## src/rtl/wb_port_arbiter.sv

```systemverilog
// Writeback port arbiter: MEM/WB pipe vs. a one-entry long-latency result buffer.
// Optional starvation guard (FORCE state, age counter) enabled by macro WBARB_AGE_EN.
module wb_port_arbiter #(
   parameter int unsigned STARVE_MAX = 4
) (
   input  logic        clk,
   input  logic        rst_n,
   input  logic        pipe_valid,
   input  logic [4:0]  pipe_rd,
   input  logic [31:0] pipe_data,
   output logic        pipe_stall,
   input  logic        lu_valid,
   input  logic [4:0]  lu_rd,
   input  logic [31:0] lu_data,
   output logic        lu_ready,
   output logic        rf_we,
   output logic [4:0]  rf_waddr,
   output logic [31:0] rf_wdata
);

   localparam int unsigned RW = 5;
   localparam int unsigned DW = 32;

   if (STARVE_MAX < 1 || STARVE_MAX > 7) begin : g_bad_starve_max
      $error("wb_port_arbiter: STARVE_MAX must be in 1..7");
   end

`ifdef WBARB_AGE_EN
   localparam int unsigned CW = 3;
   typedef enum logic [1:0] {EMPTY, HELD, FORCE} state_t;
`else
   typedef enum logic [1:0] {EMPTY, HELD} state_t;
`endif

   state_t        state, state_nxt;
   logic [RW-1:0] ent_rd, ent_rd_nxt;
   logic [DW-1:0] ent_data, ent_data_nxt;
   logic          we_nxt;
   logic [RW-1:0] waddr_nxt;
   logic [DW-1:0] wdata_nxt;
   logic          pipe_req;
   logic          lu_take;

`ifdef WBARB_AGE_EN
   logic [CW-1:0] age, age_nxt, age_inc;
   assign age_inc    = (age == CW'(7)) ? age : age + CW'(1);
   assign pipe_stall = (state == FORCE);
`else
   assign pipe_stall = 1'b0;
`endif

   assign lu_ready = (state == EMPTY);
   assign pipe_req = pipe_valid && (pipe_rd != '0);
   assign lu_take  = lu_valid && lu_ready && (lu_rd != '0);

   // State, entry and registered register-file write port
   always_ff @(posedge clk or negedge rst_n) begin
      if (!rst_n) begin
         state    <= EMPTY;
         ent_rd   <= '0;
         ent_data <= '0;
         rf_we    <= 1'b0;
         rf_waddr <= '0;
         rf_wdata <= '0;
`ifdef WBARB_AGE_EN
         age      <= '0;
`endif
      end else begin
         state    <= state_nxt;
         ent_rd   <= ent_rd_nxt;
         ent_data <= ent_data_nxt;
         rf_we    <= we_nxt;
         rf_waddr <= waddr_nxt;
         rf_wdata <= wdata_nxt;
`ifdef WBARB_AGE_EN
         age      <= age_nxt;
`endif
      end
   end

   // Next-state and write selection
   always_comb begin
      state_nxt    = state;
      ent_rd_nxt   = ent_rd;
      ent_data_nxt = ent_data;
      we_nxt       = 1'b0;
      waddr_nxt    = rf_waddr;
      wdata_nxt    = rf_wdata;
`ifdef WBARB_AGE_EN
      age_nxt      = age;
`endif
      case (state)
         EMPTY: begin
            if (pipe_req) begin
               we_nxt    = 1'b1;
               waddr_nxt = pipe_rd;
               wdata_nxt = pipe_data;
            end
            if (lu_take) begin
               state_nxt    = HELD;
               ent_rd_nxt   = lu_rd;
               ent_data_nxt = lu_data;
`ifdef WBARB_AGE_EN
               age_nxt      = '0;
`endif
            end
         end
         HELD: begin
            we_nxt = 1'b1;
            if (pipe_req) begin
               waddr_nxt = pipe_rd;
               wdata_nxt = pipe_data;
               // Same destination: the younger pipe write supersedes the entry
               if (pipe_rd == ent_rd) begin
                  state_nxt = EMPTY;
               end else begin
`ifdef WBARB_AGE_EN
                  age_nxt = age_inc;
                  if (age_inc >= CW'(STARVE_MAX)) state_nxt = FORCE;
`endif
               end
            end else begin
               waddr_nxt = ent_rd;
               wdata_nxt = ent_data;
               state_nxt = EMPTY;
            end
         end
`ifdef WBARB_AGE_EN
         FORCE: begin
            we_nxt    = 1'b1;
            waddr_nxt = ent_rd;
            wdata_nxt = ent_data;
            state_nxt = EMPTY;
         end
`endif
         default: state_nxt = EMPTY;
      endcase
   end

endmodule

```

## config.mk

```make
export PLATFORM = sky130hd
export DESIGN_NAME = wb_port_arbiter
export DESIGN_NICKNAME = d
export VERILOG_FILES = /design/src/rtl/wb_port_arbiter.sv
export SDC_FILE = /design/constraint.sdc
export NUM_CORES = 1
export LEC_CHECK = 0
export ABC_AREA = 0
export CAP_MARGIN = 20
export CORE_MARGIN = 1.5
export CORE_UTILIZATION = 38
export CTS_BUF_LIST = sky130_fd_sc_hd__clkbuf_8
export DETAILED_ROUTE_END_ITERATION = 16
export PLACE_DENSITY = 0.72
export SYNTH_ARGS = -nofsm -noshare
export SYNTH_HDL_FRONTEND = slang
export SYNTH_SLANG_ARGS = --single-unit
```

## constraint.sdc

```tcl
create_clock -name clk -period 3.9 [get_ports clk]
set_input_delay 0.975 -clock clk [delete_from_list [all_inputs] [get_ports clk]]
set_output_delay 0.975 -clock clk [all_outputs]
set_load 0.1 [all_outputs]
```

==> out/qor.yml <==
synth_edf_count: 0
synthAdderAreaFrac: 0
p_switching_mw: 1.17
p_sw_frac: 0.397
worst_path_max_delay_cell: "clkdlybuf4s50_1"
min_period_ns: 2.83
cts-root-buf: "clkbuf_8"
hold_end: "ent_data[23]$_DFFE_PN0P_"
worst-path-buf-inv: 1
async_flop_share: 1.00
synth_top_family_by_area: "multiplexers"
ys_seq_area_frac: 0.587
ys_ff_latch: 76
antenna_left: 0
leakage_nw: 2.01
critPathLaunchType: "flip-flop"
die_area_sq_um: 9090
crit_type: "reg2out"
r2r_slack_ns: 2.03
period_share: 0.726
slowest_delay_ns: 1.14
synth_common_cells: "dfrtp_1 (76), a21oi_1 (37), mux2i_1 (37), nor2_1 (37), mux2_2 (18)"
grt_setup_unrepaired: "no"
gr-usage-met2: 0.255
firstDrtPassIters: 4
tightest_slew_ns: 1.00
gr-total-overflow: 0
wirelength_mm: 6.90
power_density_nw_per_um2: 625
r2r_cells: 4
syn-instance-count: 265
cts_hold_buf: 0
die_w_microns: 95.3
fin_setup_tns_ns: 0
p_int_mw: 1.78
worstHoldPathCells: 1
numCtsBuffers: 9
vias: 2353
initial_core_util: 0.394
hpwl_mm: 4.89
synth_top_cell_area_share: 0.587
cts.htree.levels: 3
busiest_layer: "met2"
place_congestion: 0.748
placementRows: 33
grt_pass1_vias: 2386
avgRoutedWirePerCell_microns: 14.1
skew_ns: 0.0104
cts_buffer_depth: 2
coreArea_sq_um: 8220
reg2reg_to: "ent_data[22]$_DFFE_PN0P_"
clkTransAtPathRegs_ns: 0.08
clock_power_share: 0.238
r2r-start: "state[0]$_DFFE_PN0P_"
cts_resized: 0
status: "completed"
place.detailed.instances: 474
max_freq_mhz: 353
finalHoldViolCount: 0
cp.arrival_ns: 1.85
power_frac_comb: 0.396
setup_viol: 0
use_met3: 0.0399
ios: 118
cts_setup_buffers: 0
drive_gt1_frac: 0.114
diodes: 0
clkSinkCount: 76
synth-xor-area-share: 0.0135
syn_area_sq_um: 3240
maxCapViolCount: 0
dieHeight_microns: 95.3
ys.flop_type: "dfrtp_1"
ir_worst_vdd_uv: 328
area_growth_syn_to_layout_pct: 45.5
yosysUniqueCellTypes: 23
total_power_mw: 2.95
min_path_type: "reg2reg"
p_seq_frac: 0.366
antenna_found_initial: 0
yosysMostFrequentCell: "dfrtp_1"
cp_max_fo: 2
synth_compound_area_frac: 0.0676
clk_latency_ns: 0.33
drc: 0
numPortBuffers: 116
track_usage: 0.157
cp_top_family: "buffers and inverters"
grt_max_degree: 77
use_met1: 0.203
min-delay-start: "ent_data[23]$_DFFE_PN0P_"
fin_nets: 458
syn_nets: 343
path_cells: "clkdlybuf4s50_1"
grt_pass1_wl_mm: 10.9
end_kind: "output port"
slew_headroom: 0.331
drv_slew: 0
avgViaCountPerCell: 4.80
critPathRequiredTime_ns: 2.92
synth_area_leaders: "dfrtp_1 (59%), mux2i_1 (11%), mux2_2 (6.3%), a21oi_1 (5.7%), mux2_1 (4.9%)"
yosys.area_share.simple: 0.0676
stdcell_count: 490
whs_ns: 0.494
drt_iter0_drc: 44
avgSynthCellArea_sq_um: 12.2
muxShareOfSynthArea: 0.226
cts_tree: "done"
yosys_warnings: 0
yosysTopAreaCell: "dfrtp_1"
-- layout make-up --
type | count | area, sq um
Timing Repair Buffer | 121 | 1200
Multi-Input combinational cell | 171 | 1230
Clock inverter | 7 | 116
Clock buffer | 9 | 124
Fill cell | 724 | 3500
Sequential cell | 76 | 1900
Tap cell | 105 | 131
Inverter | 1 | 3.75
-- how the worst max path moves through the flow --
stage,start,cells after the start,end,slack [ns]
CTS,rf_wdata[6]$_DFFE_PN0P_,1,rf_wdata[6],1.05
global route,rf_wdata[8]$_DFFE_PN0P_,1,rf_wdata[8],1.03
floorplan,lu_rd[0],5,ent_data[17]$_DFFE_PN0P_,1.52
finish,rf_wdata[6]$_DFFE_PN0P_,1,rf_wdata[6],1.07
global placement,lu_rd[0],5,ent_data[14]$_DFFE_PN0P_,0.85
detailed placement,lu_rd[0],5,ent_data[7]$_DFFE_PN0P_,0.80
-- power by group through the flow --
| stage | clock network, mW | logic, mW | registers [mW] |
|---|---|---|---|
| 2_1_floorplan | 0 | 0.348 | 1.60 |
| 5_1_grt | 0.752 | 1.23 | 1.10 |
| 4_1_cts | 0.722 | 1.18 | 1.08 |
| 3_3_place_gp | 0 | 1.16 | 1.09 |
| 3_5_place_dp | 0 | 1.18 | 1.09 |
| 6_report | 0.700 | 1.17 | 1.08 |
-- per-stage QoR --
stage | util | worst slack (ns) | area, sq um
after detailed placement | 0.544 | 0.801 | 4470
final | 0.574 | 1.07 | 4710
after global routing | 0.574 | 1.03 | 4710
after floorplan | - | 1.52 | 3240
after CTS | 0.574 | 1.05 | 4710
after global placement | 0.544 | 0.845 | 4470
-- logic make-up after synthesis --
family                 Yosys count
AO/OA/AOI/OAI                   41
XOR/XNOR                         5
buffers and inverters           18
flip-flops                      76
multiplexers                    69
other                            1
AND/OR/NAND/NOR                 55
-- state kept, by name (all words and copies together), names as in the netlist --
name and count:
ent_data 32, rf_wdata 32, ent_rd 5, rf_waddr 5, rf_we 1, state 1
-- cells in the final DEF, fill, tap and decap left out --
master / Yosys / final
nor2_1: 37 / 37
xor2_1: 2 / 2
inv_1: 1 / 2
buf_12: 0 / 1
nor2b_1: 1 / 1
clkinv_4: 0 / 2
xnor2_1: 3 / 3
mux2_2: 18 / 18
o31ai_1: 1 / 1
conb_1: 1 / 1
clkinv_2: 0 / 1
dfrtp_1: 76 / 75
a21oi_1: 37 / 37
clkbuf_8: 0 / 9
nand3_1: 1 / 1
buf_4: 4 / 7
dfrtp_2: 0 / 1
mux2i_1: 37 / 37
nor3_1: 1 / 1
clkdlybuf4s50_1: 0 / 113
o21ai_4: 0 / 2
nand2_1: 13 / 13
a22o_1: 1 / 1
mux2_1: 14 / 14
bufinv_16: 0 / 3
or4_1: 2 / 2
-- routing by layer --
metal,vias up,routed length (microns)
li1,1139,-
met1,1131,3110
met2,79,3240
met3,4,505
met4,0,42
met5,-,0
Note: power is estimated with default switching activity, not from simulation.
